[config.mk]
export PLATFORM = sky130hd
export DESIGN_NAME = fetch_unit
export DESIGN_NICKNAME = d
export VERILOG_FILES = /design/src/rtl/fetch_unit.sv
export SDC_FILE = /design/constraint.sdc
export NUM_CORES = 1
export LEC_CHECK = 0
export ABC_AREA = 1
export CORE_ASPECT_RATIO = 1.1
export CORE_MARGIN = 5
export CORE_UTILIZATION = 35
export DETAILED_ROUTE_END_ITERATION = 7
export GPL_TIMING_DRIVEN = 0
export PLACE_DENSITY = 0.63
export SYNTH_ARGS = -nofsm -noshare
export SYNTH_HDL_FRONTEND = slang
export SYNTH_SLANG_ARGS = --single-unit
export TNS_END_PERCENT = 1
[constraint.sdc]
create_clock -name clk -period 4 [get_ports clk]
set_input_delay 0.4 -clock clk [delete_from_list [all_inputs] [get_ports clk]]
set_output_delay 0.4 -clock clk [all_outputs]
set_load 0.02 [all_outputs]
[src/rtl/fetch_unit.sv]
// Instruction fetch: PC sequencing, synchronous-ROM addressing and a 2-entry output buffer toward decode.
// Optional stall counter output enabled by defining FETCH_STALL_CNT_EN.
module fetch_unit #(
  parameter int          AWIDTH   = 12,
  parameter int          DWIDTH   = 32,
  parameter logic [31:0] RESET_PC = 32'h00000000
) (
  input  logic              clk,
  input  logic              rst,
  output logic [AWIDTH-1:0] rom_addr,
  input  logic [DWIDTH-1:0] rom_qout,
  input  logic              redirect_valid,
  input  logic [31:0]       redirect_pc,
  output logic              id_valid,
  input  logic              id_ready,
  output logic [DWIDTH-1:0] id_inst,
  output logic [31:0]       id_pc
`ifdef FETCH_STALL_CNT_EN
  ,
  output logic [31:0]       stall_cnt
`endif
);

  logic [31:0]       pc_q;
  logic              req_v;
  logic [31:0]       req_pc;
  logic              out_v;
  logic [DWIDTH-1:0] out_inst;
  logic [31:0]       out_pc;
  logic              skid_v;
  logic [DWIDTH-1:0] skid_inst;
  logic [31:0]       skid_pc;

  logic              fire;
  logic              redirect;
  logic              issue;
  logic [1:0]        occ;
  logic [31:0]       target;

  // Issue stage: occupancy counts out, skid and the word returning from the ROM
  always_comb begin
    fire     = out_v & id_ready;
    redirect = redirect_valid & !rst;
    target   = redirect_pc & ~32'h3;
    occ      = 2'(out_v) + 2'(skid_v) + 2'(req_v);
    issue    = !rst & ((occ < 2'd2) | fire);
    rom_addr = redirect ? target[AWIDTH+1:2] : pc_q[AWIDTH+1:2];
  end

  always_ff @(posedge clk) begin
    if (rst) begin
      pc_q   <= RESET_PC;
      req_v  <= 1'b0;
      out_v  <= 1'b0;
      skid_v <= 1'b0;
    end else if (redirect) begin
      pc_q   <= target + 32'd4;
      req_v  <= 1'b1;
      out_v  <= 1'b0;
      skid_v <= 1'b0;
    end else begin
      req_v <= issue;
      if (issue) pc_q <= pc_q + 32'd4;
      if (fire && skid_v) begin
        out_v  <= 1'b1;
        skid_v <= req_v;
      end else if (!out_v || fire) begin
        out_v <= req_v;
      end else if (req_v) begin
        skid_v <= 1'b1;
      end
    end
  end

  always_ff @(posedge clk) begin
    if (redirect) begin
      req_pc <= target;
    end else if (issue) begin
      req_pc <= pc_q;
    end
  end

  // Landing stage: returning word goes to out when it is free, otherwise behind it in skid
  always_ff @(posedge clk) begin
    if (rst) begin
      out_inst <= '0;
      out_pc   <= '0;
    end else if (!redirect) begin
      if (fire && skid_v) begin
        out_inst <= skid_inst;
        out_pc   <= skid_pc;
      end else if ((!out_v || fire) && req_v) begin
        out_inst <= rom_qout;
        out_pc   <= req_pc;
      end
    end
  end

  always_ff @(posedge clk) begin
    if (!rst && !redirect && req_v && ((fire && skid_v) || (out_v && !fire))) begin
      skid_inst <= rom_qout;
      skid_pc   <= req_pc;
    end
  end

  assign id_valid = out_v;
  assign id_inst  = out_inst;
  assign id_pc    = out_pc;

`ifdef FETCH_STALL_CNT_EN
  logic [31:0] stall_q;

  always_ff @(posedge clk) begin
    if (rst) begin
      stall_q <= '0;
    end else if (out_v && !id_ready && (stall_q != 32'hFFFFFFFF)) begin
      stall_q <= stall_q + 32'd1;
    end
  end

  assign stall_cnt = stall_q;
`endif

endmodule

== Yosys cells after proc, flatten, opt, wreduce, memory -nomap -nowiden ==
Cells that the tools add are included.
Word-level totals
  bits in registers: 195
  latch bits: 0
  memory bits (writable): 0
  bits in read-only memories: 0
  logic and storage cells: 55
  memories: 0
Operators by class
  $add $sub $neg: 4
  $mul: 0
  div/mod/pow operators: 0
  $lt $le $gt $ge: 1
  equality and inequality tests: 1
  shifts and indexed selects: 0
  mux-type cells: 15
  bitwise logic cells: 5
  reductions and logical operators: 19
Operator list (number)
  32-bit 2-to-1 mux: 8
  32-bit by 3-bit adder with 32-bit output, second input constant: 2
  12-bit 2-to-1 mux: 1
  2-bit nonzero test: 4
  1-bit logical AND: 6
  1-bit 2-to-1 mux: 6
  1-bit zero test: 4
  2-bit AND reduction: 2
  1-bit AND: 3
  1-bit by 1-bit adder with 2-bit output: 1
  2-bit by 1-bit adder with 2-bit output: 1
  1-bit logical OR: 2
  2-bit < comparator, second input constant: 1
  2-bit inequality test, second input constant: 1
  2-bit OR reduction: 1
  1-bit NOT: 1
  1-bit OR: 1

== Longest topological paths before layout ==
Gate-level depths: netlist of run 1.
  depth after elaboration: 7
  gate-level depth with buffers: 14
  depth with buffers taken out: 13

== Worst setup path before layout of run 1 ==
OpenSTA, ideal clock, no wires.
  path kind: flip-flop to flip-flop
  start: register out_v (netlist: id_valid)
  end: register skid_inst[0], enable pin
  library setup time: 0.482 ns
  arrival: 3.711 ns
  required time: 3.518 ns
  slack: -0.193 ns
  stages on the path, launching flop included: 6
  path buffers: 1
  period minus slack after synthesis: 4.193 ns
  cells stage by stage: dfxtp_1 > buf_2 > nand3_1 > nand2_1 > nand2_1 > nor2_1
On the way
  longest elaborated chain between the ends: 5
  elaborated cells on any way between the ends: 6
RTL lines
  start, declared: RTL line 27  | logic out_v;
  start signal, assigned: RTL line 68  | out_v <= req_v;
  1-bit AND: RTL line 42  | fire = out_v & id_ready;
  1-bit zero test: RTL line 100  | if (!rst && !redirect && req_v && ((fire && skid_v) || (out_v && !fire))) begin
  1-bit logical AND: RTL line 100
  1-bit logical OR (*): RTL line 100
  1-bit logical AND (*): RTL line 100
  end signal, assigned: RTL line 101  | skid_inst <= rom_qout;
  end, declared: RTL line 31  | logic [DWIDTH-1:0] skid_inst;
Mark *: on every way between the ends. The rest lies on a longest branch, timed or not.
A chain may end at the register's enable or synchronous reset.

== Final worst setup path of run 1 ==
  start: register out_v (netlist: id_valid)
  end: register skid_pc[13], enable pin
On the way
  longest elaborated chain between the ends: 5
  elaborated cells on any way between the ends: 6
RTL lines
  1-bit AND: RTL line 42
  1-bit zero test: RTL line 100
  1-bit logical AND: RTL line 100
  1-bit logical OR (*): RTL line 100
  1-bit logical AND (*): RTL line 100
  end signal, assigned: RTL line 102  | skid_pc <= req_pc;
  end, declared: RTL line 32  | logic [31:0] skid_pc;
Marked as above.

==> impl_metrics.json, run 1 <==
{
  "r2r-start": "id_valid$_SDFFE_PP0P_",
  "pre_cts_ws_ps": 1090,
  "place_congestion": 0.924,
  "cts_tree": "done",
  "startpoint_type": "flop",
  "cp.required_ps": 4130,
  "fin_skew_ps": 12.0,
  "tightest_slew_ps": 862,
  "r2r_cells": 7,
  "drv_slew": 0,
  "relSlewSlack_pct": 42.5,
  "yosysWarnings": 0,
  "placed_cells": 1355,
  "drc": 0,
  "hold_viol_final": 0,
  "cp-end-kind": "flop",
  "final_layout_size_suffix_gt1_share_pct": 10.8,
  "hpwlAfterDp_um": 17300,
  "dr.pass1.iters": 5,
  "syn_area_um2": 8180,
  "antenna_found_initial": 0,
  "grt_pass1_vias": 6688,
  "synthCells": 914,
  "grt_max_degree": 40,
  "fmax_ghz": 0.349,
  "holdWs_ps": 423,
  "diodes": 0,
  "die_w_um": 156,
  "p_per_area_nw_per_um2": 430,
  "hold_class": "input port to flop",
  "fp.dieH_um": 170,
  "floorplan.initialDensity_pct": 35.7,
  "cts_resized": 0,
  "clock_latency_ps": 430,
  "finalSetupViolations": 0,
  "htree_levels": 4,
  "reg2reg_slack_ps": 1140,
  "ir_drop_uv": 207,
  "p_leak_nw": 4.02,
  "final_cell_mix": "nand2_1, clkdlybuf4s50_1, dfxtp_1",
  "postRouteAntennaNets": 0,
  "setup_slack_ps": 1140,
  "clock-root-buffer": "clkbuf_16",
  "ys_seq_area_share_pct": 57.0,
  "cts.sinks": 187,
  "syn_area_per_cell_um2": 8.95,
  "timing.rr.end": "skid_pc[13]$_DFFE_PP_",
  "fin_crit_ps": 2860,
  "fin_crit_sh_pct": 71.6,
  "ios": 145,
  "cap_violations": 0,
  "ctsHoldBuffers": 0,
  "area_growth_pct": 29.7,
  "synth_cell_type_count": 31,
  "wl_um": 23700,
  "path_clk_slew_ps": 70,
  "final_cells": 1387,
  "track_usage_pct": 17.5,
  "critical_path_arrival_ps": 2990,
  "core_um2": 22900,
  "fin_nets": 1144,
  "cts_buffers": 17,
  "port_buffers": 138,
  "routedWlPerCell_um": 17.1,
  "fillCellCount": 2263,
  "crit_type": "flop to flop",
  "routed_via_density": 5.08,
  "die-area_um2": 26500,
  "rsz0062_at_grt": "no",
  "status": "completed",
  "postCtsSetupBuffers": 0,
  "startpoint": "id_valid$_SDFFE_PP0P_",
  "detail_route.iter0.violations": 428,
  "grt_pass1_wl_um": 36200,
  "clockBufferDepth": 2,
  "endpoint": "skid_pc[13]$_DFFE_PP_",
  "rows": 58,
  "grt_overflow_total": 0,
  "ys_ff_latch": 187,
  "final_common_cell": "nand2_1",
  "path_max_fanout": 26,
  "via_count": 7042
}
## cells in the mapped netlist
cell | instances | share of area, %
inv_1 | 48 | 2.2
a32o_1 | 1 | 0.12
nor2_4 | 6 | 0.83
buf_2 | 16 | 0.98
nand3_2 | 2 | 0.24
nand2_1 | 226 | 10
dfxtp_1 | 95 | 23
buf_1 | 2 | 0.092
nand2_4 | 2 | 0.28
nand4_1 | 63 | 4.8
a31oi_1 | 62 | 4.7
a21oi_1 | 9 | 0.55
buf_4 | 6 | 0.55
ha_1 | 2 | 0.31
conb_1 | 1 | 0.046
o21ai_0 | 82 | 5.0
nor2_2 | 11 | 0.84
o21bai_1 | 2 | 0.18
clkbuf_1 | 37 | 1.7
and2_1 | 1 | 0.076
or2_2 | 2 | 0.15
nor2_1 | 48 | 2.2
nand3_1 | 52 | 3.2
o21ai_1 | 6 | 0.37
inv_2 | 3 | 0.14
buf_6 | 1 | 0.14
nand2_2 | 33 | 2.5
buf_8 | 1 | 0.18
xor2_1 | 1 | 0.11
o31ai_1 | 1 | 0.092
edfxtp_1 | 92 | 34
## worst min-delay path by stage
| stage | start | to | slack (ps) | cells after the start |
|---|---|---|---|---|
| 2_1_floorplan | pc_q[31]$_SDFFE_PP0P_ | pc_q[31]$_SDFFE_PP0P_ | 420 | 2 |
| 3_3_place_gp | req_pc[7]$_DFFE_PP_ | skid_pc[7]$_DFFE_PP_ | 430 | 0 |
| 3_5_place_dp | req_pc[11]$_DFFE_PP_ | skid_pc[11]$_DFFE_PP_ | 430 | 0 |
| 4_1_cts | id_ready | id_inst[7]$_SDFFE_PP0P_ | 420 | 3 |
| 5_1_grt | id_ready | id_inst[7]$_SDFFE_PP0P_ | 440 | 3 |
| 6_report | id_ready | id_inst[6]$_SDFFE_PP0P_ | 420 | 3 |
## sequential cells by signal, summed over array words and instances, names as in the netlist
register	count
id_pc	30
pc_q	30
id_valid	1
req_v	1
skid_inst	32
skid_v	1
req_pc	30
skid_pc	30
id_inst	32
## power breakdown
group          internal (mW)  switching [mW]  leakage, nW
Combinational          0.259           0.368         2.07
Clock                   1.03           0.742        0.307
Sequential              2.12          0.0517         1.65
## critical path, cell delays in order (launching register included)
cell and delay (ps):
dfxtp_1 380, buf_2 290, nand3_1 540, nand2_1 250, nand2_1 130, nor2_4 490, buf_12 280, buf_16 190
## metal layers
metal | wire length, µm | track usage [%]
met5 | 0 | 0
met2 | 11600 | 30.0
met3 | 1170 | 3.03
met4 | 769 | 6.97
met1 | 10100 | 22.0
## kinds of logic after synthesis
logic type / after synthesis / synth area share (%)
other: 1 / 0.0458
adders and majority gates: 2 / 0.306
AOI/OAI and AO/OA: 163 / 11.1
and+or+nand+nor: 446 / 25.5
buffers and inverters: 114 / 5.98
xor gates and xnor gates: 1 / 0.107
DFF: 187 / 57.0
## layout make-up
| cell class | instances | area (µm²) | share of cell area [%] |
|---|---|---|---|
| Clock inverter | 13 | 163 | 1.53 |
| Buffer | 63 | 298 | 2.80 |
| Multi-Input combinational cell | 614 | 3040 | 28.7 |
| Tap cell | 300 | 375 | 3.54 |
| Sequential cell | 187 | 4660 | 43.9 |
| Inverter | 51 | 191 | 1.80 |
| Timing Repair Buffer | 140 | 1430 | 13.5 |
| Clock buffer | 19 | 454 | 4.28 |
## per-stage QoR
stage / setup TNS (ps) / cell area [µm²] / power, mW / util (%)
global route: 0 / 10600 / 4.74 / 46.3
global placement: -30180 / 9950 / 2.84 / 43.4
finish: 0 / 10600 / 4.57 / 46.3
CTS: 0 / 10600 / 4.61 / 46.3
detailed placement: 0 / 10000 / 2.85 / 43.6
floorplan: 0 / 8190 / 2.53 / -
Power figures use the tool's default switching activity.
==> run 2, diff against run 1 <==
==> constraint.sdc (replaced) <==
create_clock -name clk -period 2.3 [get_ports clk]
set_input_delay 0.23 -clock clk [delete_from_list [all_inputs] [get_ports clk]]
set_output_delay 0.23 -clock clk [all_outputs]
set_load 0.02 [all_outputs]
==> impl_metrics.json, run 2 (synthesis results as in run 1) <==
{
  "status": "completed",
  "core_um2": 22900,
  "cap_violations": 0,
  "p_per_area_nw_per_um2": 740,
  "die-area_um2": 26500,
  "relSlewSlack_pct": 54.5,
  "htree_levels": 4,
  "fin_crit_sh_pct": 93.2,
  "grt_pass1_vias": 6610,
  "clock_latency_ps": 430,
  "tightest_slew_ps": 681,
  "crit_path_frequent_cell": "nand2_1",
  "rows": 58,
  "track_usage_pct": 17.9,
  "p_leak_nw": 4.06,
  "crit_type": "flop to flop",
  "post_dp_cell_area_um2": 10000,
  "diodes": 0,
  "holdWs_ps": 177,
  "slowest_delay_ps": 540,
  "detail_route.iter0.violations": 473,
  "fin_skew_ps": 10.2,
  "place_congestion": 0.928,
  "final_layout_size_suffix_gt1_share_pct": 11.2,
  "fin_crit_ps": 2140,
  "ctsHoldBuffers": 0,
  "fmax_ghz": 0.466,
  "rsz0062_at_grt": "yes",
  "crit_chain": "buf_4 > nand3_4 > nand2_1 > nand2_1 > nor2_4 > buf_16",
  "hold_viol_final": 0,
  "hold_depth": 2,
  "ir_drop_uv": 350,
  "final_common_cell": "nand2_1",
  "worst_path_max_delay_cell": "nor2_4",
  "r2r_cells": 6,
  "grt_overflow_total": 0,
  "regArea_um2": 4670,
  "clock-root-buffer": "clkbuf_16",
  "die_w_um": 156,
  "area_growth_pct": 30.1,
  "antenna_found_initial": 0,
  "final_cell_mix": "nand2_1, clkdlybuf4s50_1, dfxtp_1",
  "path_max_fanout": 24,
  "path_clk_slew_ps": 70,
  "port_buffers": 138,
  "clockBufferDepth": 2,
  "grt_max_degree": 40,
  "hpwlAfterDp_um": 17300,
  "hold_class": "input port to flop",
  "routedWlPerCell_um": 17.2,
  "startpoint_type": "flop",
  "cts_tree": "done",
  "finalSetupViolations": 0,
  "grt_pass1_wl_um": 37000,
  "multi_input_area_um2": 3070,
  "cts.sinks": 187,
  "postRouteAntennaNets": 0,
  "drc": 0,
  "cp.required_ps": 2430,
  "floorplan.initialDensity_pct": 35.7,
  "ios": 145,
  "p_total_mw": 7.88,
  "drv_slew": 0,
  "fin_nets": 1144,
  "wl_um": 23900,
  "critical_path_arrival_ps": 2280,
  "finalInstanceArea_um2": 10600,
  "cp-end-kind": "flop",
  "fp.dieH_um": 170,
  "dr.pass1.iters": 5,
  "routed_via_density": 5.02,
  "cts_buffers": 17,
  "via_count": 6957,
  "fillCellCount": 2254
}
==> run 2: cell types whose count changed in the layout (fill, tap and decap cells not counted), moves of 2 or more <==
cell	delta
clkdlybuf4s50_1	-8
dlygate4sd2_1	+6
buf_2	-3
dlymetal6s2s_1	+2
inv_8	+2
clkinv_2	-4
clkinvlp_4	+2
==> run 2: layout make-up <==
cell class	count	share of cell area [%]
well taps	300	3.53
repair buffers	140	13.5
clock buffers	17	4.00
inverters	51	1.80
flip-flops and latches	187	43.8
multi-input cells	614	28.8
plain buffers	63	2.90
clock inverters	15	1.70
==> run 2: power breakdown <==
part / internal, mW / switching (mW)
combinational: 0.446 / 0.646
clock: 1.65 / 1.37
sequential: 3.69 / 0.0921
total: 5.78 / 2.10
==> run 2: repair_timing <==
action	CTS	global route
gates resized for setup	11	4
cloned	0	0
pin swaps	1	0
setup endpoints to repair	99	161
buffers inserted	0	0
==> run 2: worst max-delay path, delay by kind of cell, from the launching register on <==
kind	cells	cell delay (ps)
DFF	1	350
and+or+nand+nor	4	980
buffers and inverters	2	470
==> run 2: stage by stage <==
stage,setup TNS (ps),worst slack (ps),utilization (%),instances
global placement,-68690,-739,43.4,1353
CTS,-137,-110,46.4,1387
finish,0,156,46.4,1387
detailed placement,-25970,-474,43.7,1355
floorplan,0,25.1,-,915
global route,-289,-70.2,46.4,1387
==> run 2: path summary, 6_finish.rpt <==
kind | end | slack, ps | start
max reg2reg | skid_pc[21]$_DFFE_PP_ | 160 | id_valid$_SDFFE_PP0P_
min | req_v$_SDFF_PP0_ | 180 | rst
min reg2reg | skid_pc[7]$_DFFE_PP_ | 450 | req_pc[7]$_DFFE_PP_
max | skid_pc[21]$_DFFE_PP_ | 160 | id_valid$_SDFFE_PP0P_
==> run 2: per-layer routing <==
| layer | GRT usage (%) | vias up | part of all wire, % |
|---|---|---|---|
| li1 | - | 3496 | - |
| met1 | 23.3 | 3255 | 44 |
| met2 | 30.6 | 181 | 50 |
| met3 | 2.67 | 25 | 4.4 |
| met4 | 5.67 | 0 | 1.9 |
| met5 | 0 | - | 0 |
==> run 3, diff against run 2 <==
--- a/config.mk
+++ b/config.mk
@@ -11,7 +11,7 @@
 export CORE_UTILIZATION = 35
 export DETAILED_ROUTE_END_ITERATION = 7
 export GPL_TIMING_DRIVEN = 0
-export PLACE_DENSITY = 0.63
+export SETUP_SLACK_MARGIN = 0.05
 export SYNTH_ARGS = -nofsm -noshare
 export SYNTH_HDL_FRONTEND = slang
 export SYNTH_SLANG_ARGS = --single-unit
==> impl_metrics.json, run 3 (synthesis results as in run 1) <==
{
  "place_congestion": 0.898,
  "p_per_area_nw_per_um2": 739,
  "fin_crit_sh_pct": 92.4,
  "hold_depth": 2,
  "reg2reg_slack_ps": 170,
  "detail_route.iter0.violations": 508,
  "area_growth_pct": 30.1,
  "die_w_um": 156,
  "port_buffers": 138,
  "drv_slew": 0,
  "setup_slack_ps": 174,
  "ios": 145,
  "cp-end-kind": "flop",
  "final_common_cell": "nand2_1",
  "clock-root-buffer": "clkbuf_16",
  "fp.dieH_um": 170,
  "via_count": 7089,
  "fin_nets": 1144,
  "path_max_fanout": 31,
  "crit_type": "flop to flop",
  "cts_tree": "done",
  "path_clk_slew_ps": 70,
  "grt_pass1_vias": 6731,
  "antenna_found_initial": 1,
  "grt_overflow_total": 0,
  "rows": 58,
  "fin_crit_ps": 2130,
  "cp.required_ps": 2430,
  "cap_violations": 0,
  "floorplan.initialDensity_pct": 35.7,
  "core_um2": 22900,
  "dr.pass1.iters": 5,
  "r2r-start": "id_valid$_SDFFE_PP0P_",
  "hold_viol_final": 0,
  "cts_buffers": 17,
  "finalSetupViolations": 0,
  "wl_um": 24300,
  "status": "completed",
  "fin_util_pct": 46.4,
  "fin_skew_ps": 13.5,
  "rsz0062_at_grt": "yes",
  "cts.sinks": 187,
  "final_cell_mix": "nand2_1, clkdlybuf4s50_1, dfxtp_1",
  "ir_drop_uv": 474,
  "hpwlAfterDp_um": 17400,
  "startpoint_type": "flop",
  "critical_path_arrival_ps": 2250,
  "timing.rr.end": "skid_pc[13]$_DFFE_PP_",
  "hold_class": "input port to flop",
  "p_leak_nw": 4.08,
  "die-area_um2": 26500,
  "pre_cts_ws_ps": -566,
  "final_layout_size_suffix_gt1_share_pct": 11.3,
  "htree_levels": 4,
  "postRouteAntennaNets": 0,
  "holdWs_ps": 178,
  "clock_latency_ps": 440,
  "fillCellCount": 2238,
  "fmax_ghz": 0.470,
  "setup_tns_ps": 0,
  "track_usage_pct": 18.2,
  "hold_start": "rst",
  "ctsHoldBuffers": 0,
  "drc": 0,
  "routedWlPerCell_um": 17.5,
  "relSlewSlack_pct": 55.0,
  "r2r_cells": 6,
  "routed_via_density": 5.11,
  "hold_end": "req_v$_SDFF_PP0_",
  "grt_pass1_wl_um": 37600,
  "clockBufferDepth": 2,
  "tightest_slew_ps": 675,
  "grt_max_degree": 40
}
==> run 3: worst max-delay path by stage <==
stage | start | endpoint | depth (start not counted)
floorplan | id_valid$_SDFFE_PP0P_ | skid_inst[0]$_DFFE_PP_ | 5
CTS | rst | rom_addr[6] | 6
detailed placement | rst | pc_q[26]$_SDFFE_PP0P_ | 12
finish | id_valid$_SDFFE_PP0P_ | skid_pc[13]$_DFFE_PP_ | 6
global route | req_v$_SDFF_PP0_ | pc_q[21]$_SDFFE_PP0P_ | 10
global placement | skid_v$_SDFFE_PP0P_ | skid_pc[14]$_DFFE_PP_ | 5
==> run 3: final cells by class <==
type	instances	area, µm²	share of cell area, %
Sequential cell	187	4670	43.8
Multi-Input combinational cell	614	3070	28.8
Timing Repair Buffer	140	1430	13.4
Clock buffer	17	425	4.00
Tap cell	300	375	3.53
Buffer	63	313	2.94
Inverter	51	191	1.80
Clock inverter	15	173	1.62
Antenna cell	1	2.50	0.0235
==> run 3: repair_timing <==
item	4_1_cts	5_1_grt
endpoints found under the setup margin	56	101
pin swaps	0	2
setup buffers	0	0
resized for setup	11	9
==> run 3: metrics by stage <==
stage / cell area [µm²] / std cells / power [mW]
floorplan: 8210 / 915 / 4.41
global placement: 9970 / 1353 / 4.94
detailed placement: 10000 / 1355 / 4.95
CTS: 10600 / 1387 / 7.91
global route: 10600 / 1388 / 8.16
finish: 10600 / 1388 / 7.87
==> run 3: power by group <==
group / internal (mW) / switching (mW) / leakage (nW)
clock network: 1.56 / 1.44 / 0.294
registers: 3.69 / 0.0909 / 1.65
logic: 0.446 / 0.649 / 2.14
total: 5.69 / 2.18 / 4.08
==> run 3: worst max-delay path, stage by stage (launching register included) <==
cell,delay (ps)
dfxtp_2,360
buf_4,240
nand3_4,220
nand2_1,150
nand2_1,110
nor2_4,450
buf_12,280
==> run 3: routing by layer <==
metal / GRT usage (%) / part of all wire, % / vias to the layer above
met1: 23.9 / 43 / 3372
met3: 2.62 / 4.9 / 25
met4: 5.94 / 1.8 / 0
li1: - / - / 3503
met2: 30.9 / 50 / 189
met5: 0 / 0 / -
